## src/rtl/musa_if_pkg.sv

```systemverilog
// Shared IF-stage definitions: fetch FSM state encoding and default widths
// reused by the PC register, fetch controller and IF/ID register.
package musa_if_pkg;

  localparam int DEF_ADDR_W = 32;
  localparam int DEF_DATA_W = 32;
  localparam int DEF_INC    = 4;

  typedef enum logic {
    FETCH = 1'b0,
    DRAIN = 1'b1
  } fetch_state_e;

endpackage

```

## src/rtl/fetch_buffer.sv

```systemverilog
// Single-entry holding register for the fetched instruction and its PC.
// Flush beats load, load beats consume.
module fetch_buffer
  import musa_if_pkg::*;
#(
  parameter int ADDR_W = DEF_ADDR_W,
  parameter int DATA_W = DEF_DATA_W
) (
  input  logic              clk,
  input  logic              reset,
  input  logic              load,
  input  logic              consume,
  input  logic              flush,
  input  logic [DATA_W-1:0] load_instr,
  input  logic [ADDR_W-1:0] load_pc,
  output logic              valid,
  output logic [DATA_W-1:0] instr,
  output logic [ADDR_W-1:0] pc
);

  logic              valid_reg;
  logic [DATA_W-1:0] instr_reg;
  logic [ADDR_W-1:0] pc_reg;

  always_ff @(posedge clk) begin
    if (reset) begin
      valid_reg <= 1'b0;
      instr_reg <= '0;
      pc_reg    <= '0;
    end else if (flush) begin
      valid_reg <= 1'b0;
    end else if (load) begin
      valid_reg <= 1'b1;
      instr_reg <= load_instr;
      pc_reg    <= load_pc;
    end else if (consume) begin
      valid_reg <= 1'b0;
    end
  end

  assign valid = valid_reg;
  assign instr = instr_reg;
  assign pc    = pc_reg;

endmodule

```

## src/rtl/fetch_controller.sv

```systemverilog
// IF-stage fetch controller: issues one outstanding instruction-memory request,
// drives PC updates, and drains requests made stale by a redirect.
module fetch_controller
  import musa_if_pkg::*;
#(
  parameter int ADDR_W = DEF_ADDR_W,
  parameter int DATA_W = DEF_DATA_W,
  parameter int INC    = DEF_INC
) (
  input  logic              clk,
  input  logic              reset,
  input  logic [ADDR_W-1:0] pcOutput,
  output logic              pcWrite,
  output logic [ADDR_W-1:0] pcInput,
  input  logic              stall,
  input  logic              redirect_valid,
  input  logic [ADDR_W-1:0] redirect_target,
  output logic              imem_req,
  output logic [ADDR_W-1:0] imem_addr,
  input  logic              imem_ready,
  input  logic [DATA_W-1:0] imem_rdata,
  output logic              instr_valid,
  output logic [DATA_W-1:0] instr,
  output logic [ADDR_W-1:0] instr_pc,
  input  logic              id_ready
);

  localparam logic [ADDR_W-1:0] INC_W = ADDR_W'(INC);

  fetch_state_e      state_reg, state_next;
  logic              req_active_reg, req_active_next;
  logic [ADDR_W-1:0] req_addr_reg, req_addr_next;

  logic consume, space, start, complete;
  logic buf_load, buf_flush;

  assign consume  = instr_valid & id_ready;
  assign space    = ~instr_valid | consume;
  assign start    = ~reset & (state_reg == FETCH) & ~req_active_reg
                  & space & ~stall & ~redirect_valid;
  assign imem_req = ~reset & (req_active_reg | start);
  // A same-cycle start presents pcOutput before req_addr has captured it.
  assign imem_addr = req_active_reg ? req_addr_reg : pcOutput;
  assign complete  = imem_req & imem_ready;

  always_ff @(posedge clk) begin
    if (reset) begin
      state_reg      <= FETCH;
      req_active_reg <= 1'b0;
      req_addr_reg   <= '0;
    end else begin
      state_reg      <= state_next;
      req_active_reg <= req_active_next;
      req_addr_reg   <= req_addr_next;
    end
  end

  always_comb begin
    state_next      = state_reg;
    req_active_next = req_active_reg;
    req_addr_next   = req_addr_reg;
    pcWrite         = 1'b0;
    pcInput         = imem_addr + INC_W;
    buf_load        = 1'b0;
    buf_flush       = 1'b0;
    if (!reset) begin
      if (redirect_valid) begin
        pcWrite   = 1'b1;
        pcInput   = redirect_target;
        buf_flush = 1'b1;
        // An in-flight request cannot be withdrawn, so wait it out in DRAIN.
        if (req_active_reg && !imem_ready) begin
          state_next = DRAIN;
        end else begin
          state_next      = FETCH;
          req_active_next = 1'b0;
        end
      end else if (complete) begin
        state_next      = FETCH;
        req_active_next = 1'b0;
        if (state_reg == FETCH) begin
          pcWrite  = 1'b1;
          buf_load = 1'b1;
        end
      end else if (start) begin
        req_active_next = 1'b1;
        req_addr_next   = pcOutput;
      end
    end
  end

  fetch_buffer #(
    .ADDR_W(ADDR_W),
    .DATA_W(DATA_W)
  ) u_buffer (
    .clk       (clk),
    .reset     (reset),
    .load      (buf_load),
    .consume   (consume),
    .flush     (buf_flush),
    .load_instr(imem_rdata),
    .load_pc   (imem_addr),
    .valid     (instr_valid),
    .instr     (instr),
    .pc        (instr_pc)
  );

endmodule

```

## config.mk

```make
export PLATFORM = sky130hd
export DESIGN_NAME = fetch_controller
export DESIGN_NICKNAME = d
export VERILOG_FILES = /design/src/rtl/musa_if_pkg.sv /design/src/rtl/fetch_buffer.sv /design/src/rtl/fetch_controller.sv
export SDC_FILE = /design/constraint.sdc
export NUM_CORES = 1
export LEC_CHECK = 0
export CORE_UTILIZATION = 45
export CTS_CLUSTER_SIZE = 14
export DETAILED_ROUTE_END_ITERATION = 7
export PLACE_DENSITY = 0.88
export SLEW_MARGIN = 20
export SYNTH_ARGS = -nofsm -noshare
export SYNTH_HDL_FRONTEND = slang
export SYNTH_SLANG_ARGS = --single-unit
export TNS_END_PERCENT = 5
```

## constraint.sdc

```tcl
create_clock -name clk -period 6.14 [get_ports clk]
set_input_delay 0.614 -clock clk [delete_from_list [all_inputs] [get_ports clk]]
set_output_delay 0.614 -clock clk [all_outputs]
set_load 0.01 [all_outputs]
```

==> Yosys cells after proc, flatten, opt, wreduce, memory -nomap -nowiden <==
Index checks and enable logic that the tools add are counted.
{ "word_totals": {"reg_bits": 99} }
{ "classes": {"addsub": 1, "n_eq_ne": 1, "n_mux": 20, "bitwise": 18, "reduce_logical": 9} }
{ "op_table": {"columns": ["cell", "n"], "rows": [
  ["$mux W32", 3],
  ["$add A32 B3 Y32 const B", 1],
  ["$mux W1", 17],
  ["$and A1 B1 Y1", 8],
  ["$not A1 Y1", 8],
  ["$reduce_and A2 Y1", 2],
  ["$reduce_bool A2 Y1", 2],
  ["$reduce_and A3 Y1", 1],
  ["$reduce_bool A3 Y1", 1],
  ["$ne A2 B2 Y1 const B", 1],
  ["$or A1 B1 Y1", 2],
  ["$reduce_or A2 Y1", 1],
  ["$logic_and A1 B1 Y1", 1],
  ["$logic_not A1 Y1", 1]
]} }

==> Logic depth before layout (Yosys ltp) <==
{ "logic_depth": {"word_depth": 13, "mapped_depth": 13} }

==> Modules after synthesis <==
A second synthesis with hierarchy kept.
{ "unflattened": {"hier_cells": 707, "hier_area_um2": 6119.6} }
{ "by_module_without_submodules": {"columns": ["module", "n_inst", "cells_per_inst", "area_each_um2", "seq_area_each_um2"], "rows": [
  ["fetch_buffer", 1, 296, 3268.1, 1301.2],
  ["fetch_controller", 1, 411, 2851.5, 680.7]
]} }

==> Worst setup path after synthesis <==
No wires, ideal clock.
{ "synth_path": {"path_type": "flip-flop to output port", "from": "register req_active_reg", "to": "output pcInput[30]", "arrival_time_ps": 2861, "t_required_ps": 5526, "slack_ps": 2665, "stages_incl_launch_ff": 13, "n_path_buf": 5, "cell_sequence": "dfxtp_1 -> buf_6 -> buf_6 -> buf_2 -> buf_2 -> buf_2 -> mux2_2 -> ha_1 -> inv_1 -> a211oi_2 -> nand3_1 -> o31a_1 -> o31ai_1"} }
{ "synth_between": {"elab_chain_len": 4} }
{ "synth_rtl": {"columns": ["element", "line_no", "rtl"], "rows": [
  ["from (decl)", "fetch_controller.sv:31", "logic req_active_reg, req_active_next;"],
  ["from (signal assigned)", "fetch_controller.sv:53", "req_active_reg <= req_active_next;"],
  ["$mux W32 *", "fetch_controller.sv:43", "assign imem_addr = req_active_reg ? req_addr_reg : pcOutput;"],
  ["net imem_addr[2]", "fetch_controller.sv:19", "output logic [ADDR_W-1:0] imem_addr,"],
  ["$add A32 B3 Y32 *", "fetch_controller.sv:63", "pcInput = imem_addr + INC_W;"],
  ["$mux W32", "fetch_controller.sv:67", "if (redirect_valid) begin"],
  ["$mux W32 *", "fetch_controller.sv:66", "if (!reset) begin"],
  ["to (decl)", "fetch_controller.sv:14", "output logic [ADDR_W-1:0] pcInput,"]
]} }
The timed path passes the listed nets; every way through them passes the cells marked *.

==> Worst setup path in the final report <==
{ "layout_path": {"from": "register req_active_reg", "to": "output pcInput[17]"} }
{ "layout_between": {"elab_chain_len": 4} }
{ "layout_rtl": {"columns": ["element", "line_no"], "rows": [
  ["$mux W32 *", "fetch_controller.sv:43"],
  ["$add A32 B3 Y32 *", "fetch_controller.sv:63"],
  ["$mux W32", "fetch_controller.sv:67"],
  ["$mux W32 *", "fetch_controller.sv:66"]
]} }
Every way passes the cells marked *; elsewhere a longest branch is shown, timed or not.

==> flow_metrics.tcl <==
set metrics [dict create \
    startpoint "req_active_reg" \
    post_cts_resize_count 0 \
    drive_above_1_share_pct 6.66 \
    routed_wl_um 16400 \
    clock-sinks 99 \
    drt-wirelength-per-cell_um 17.2 \
    cts_hold_buf 0 \
    worstPathArrival_ns 3.81 \
    maxCapViolCount 0 \
    synth_cell_types 52 \
    design_area_um2 7550 \
    yosys_warnings 0 \
    via_per_inst 5.43 \
    syn_inst 603 \
    h-tree-depth 3 \
    skew_ns 0.0107 \
    buffer_ports.inserted 232 \
    setup_viol 0 \
    grt_max_degree 105 \
    num_io_pins 233 \
    clk_pin_slew_worst_paths_ns 0.10 \
    place_hpwl_um 12000 \
    slew_headroom_pct 28.0 \
    power_density_nw_per_um2 176 \
    die_x_um 108 \
    gp_congestion 0.905 \
    antenna_found_initial 0 \
    rows 38 \
    cts_setup_buffers 0 \
    min_period_ns 4.42 \
    clk_latency_ns 0.36 \
    diodes 0 \
    r2r-start "req_active_reg" \
    crit_type "reg2out" \
    clock_path_buffers 2 \
    syn_avg_cell_area_um2 8.39 \
    cp_num_buf_inv 3 \
    timing.fmax_mhz 226 \
    root_buffer "clkbuf_8" \
    vias 5160 \
    crit_required_ns 5.53 \
    path_depth 8 \
    async_flop_share_pct 0 \
    first_iter_violations 312 \
    hp-class "reg2reg" \
    first_global_vias 5014 \
    ys_seq_area_share_pct 39.2 \
    leakagePower_nw 2.64 \
    dieHeight_um 108 \
    path_cells "buf_4, mux2i_1, inv_1, and4_1, and4_1, and3_1, o31ai_1, clkdlybuf4s50_1" \
    peakVddDrop_v 0.000138 \
    status "finished, final reports clean" \
    start_util_pct 46.4 \
    synth_area_um2 5060 \
    grt_usage_pct 27.8 \
    worst_pin_slew_ns 1.08 \
    synth_edf_count 0 \
    grt_pass1_wl_um 25100 \
    synth_most_common_cell "dfxtp_1" \
    cpMostUsedCell "and4_1" \
    ys_seq_elements 99 \
    cp-start-kind "flip-flop" \
    core-area_um2 10900 \
    rsz0062_at_grt "false" \
    slew_viol_final 0 \
    drc 0 \
    layout.nets 910 \
    synthTopCellsByCount "dfxtp_1, nand2_1, nor2_1" \
    place_area_um2 7380 \
    critPathTopFamily "buffers and inverters" \
    fin_crit_sh_pct 72.1 \
    crit_end "pcInput[17]" \
    grt_overflow 0 \
    finalHoldViolations 0 \
    crit_path_end_kind "primary output" \
    cp_slowest_cell "clkdlybuf4s50_1" \
    final_util_pct 69.4 \
    r2r_setup_slack_ns 3.24 \
    synth_top_cell_by_area "dfxtp_1" \
    yosys.area.top_type_share_pct 39.2 \
    cp_slowest_stage_delay_ns 0.60 \
    rr_worst_depth 7 \
    syn_to_final_growth_pct 49.3 \
    syn-num-nets 706 \
    synthTopCellsByArea "dfxtp_1, mux2i_1, nand2_1" \
    dieArea_um2 11700 \
    ys.flop_type "dfxtp_1" \
    cts_made_buffers 9 \
    critPathMaxFanout 60 \
    cts_tree "done" \
    setup_tns_ns 0 \
    postRouteAntennaNets 0 \
    dr.pass1.iters 5 \
    rr_endpoint "u_buffer.pc[29]" \
]
## worst min-delay path: stages (launching register included)
cell     delay, ns
dfxtp_1       0.32
nand2_1       0.05
a21oi_1       0.05
## power by group
part	total (mW)	internal (mW)	switching, mW
sequential	0.659	0.653	0.00693
clock	0.380	0.157	0.223
combinational	0.292	0.160	0.132
total	1.33	0.969	0.362
## placed cells by master, fill, tap and decap left out, drive strengths merged, types with 8 or more instances in the layout
| cell type | instances |
|---|---|
| nor2 | 84 |
| and3 | 12 |
| nand2 | 94 |
| o31ai | 16 |
| inv | 14 |
| xnor2 | 8 |
| clkdlybuf4s50 | 231 |
| clkbuf | 11 |
| a21oi | 53 |
| a211oi | 15 |
| mux2i | 64 |
| mux2 | 21 |
| dfxtp | 99 |
| nor3 | 8 |
## metal layers
layer,vias to the layer above,part of all wire (%),GRT usage (%)
li1,2504,-,-
met1,2374,40,33.3
met2,250,47,46.2
met3,32,10,8.02
met4,0,2.6,12.2
met5,-,0,0
## through the flow
step | setup slack (ns) | hold slack [ns] | power [mW] | instances
6_report | 1.72 | 0.457 | 1.33 | 951
3_5_place_dp | 1.93 | 0.446 | 0.963 | 936
5_1_grt | 1.56 | 0.480 | 1.38 | 951
2_1_floorplan | 2.66 | 0.433 | 0.792 | 603
3_3_place_gp | 1.97 | 0.438 | 0.957 | 936
4_1_cts | 1.74 | 0.459 | 1.34 | 951
## final cells by class
| cell class | instances | area [um^2] |
|---|---|---|
| Tap cell | 140 | 175 |
| Timing Repair Buffer | 237 | 2360 |
| Sequential cell | 99 | 1980 |
| Clock inverter | 4 | 26.3 |
| Clock buffer | 11 | 141 |
| Fill cell | 865 | 3340 |
| Inverter | 13 | 48.8 |
| Multi-Input combinational cell | 447 | 2820 |
## logic make-up (layout without fill, tap and decap cells)
| logic type | after synthesis | in the layout | synth area share [%] |
|---|---|---|---|
| buf+inv | 57 | 265 | 5.39 |
| xor+xnor | 11 | 11 | 1.91 |
| mux | 85 | 85 | 17.3 |
| flops | 99 | 99 | 39.2 |
| fa+ha+maj | 1 | 1 | 0.247 |
| simple gates | 243 | 243 | 22.4 |
| compound gates | 107 | 107 | 13.5 |
## how the worst min path moves through the flow
stage	depth (start not counted)	start	to	slack (ns)
floorplan	2	req_addr_reg[0]	req_addr_reg[0]	0.43
global placement	2	req_addr_reg[21]	req_addr_reg[21]	0.44
detailed placement	2	req_addr_reg[14]	req_addr_reg[14]	0.45
CTS	2	req_addr_reg[14]	req_addr_reg[14]	0.46
global route	2	req_addr_reg[0]	req_addr_reg[0]	0.48
finish	2	req_addr_reg[31]	req_addr_reg[31]	0.46
(Power assumes the default switching activity.)
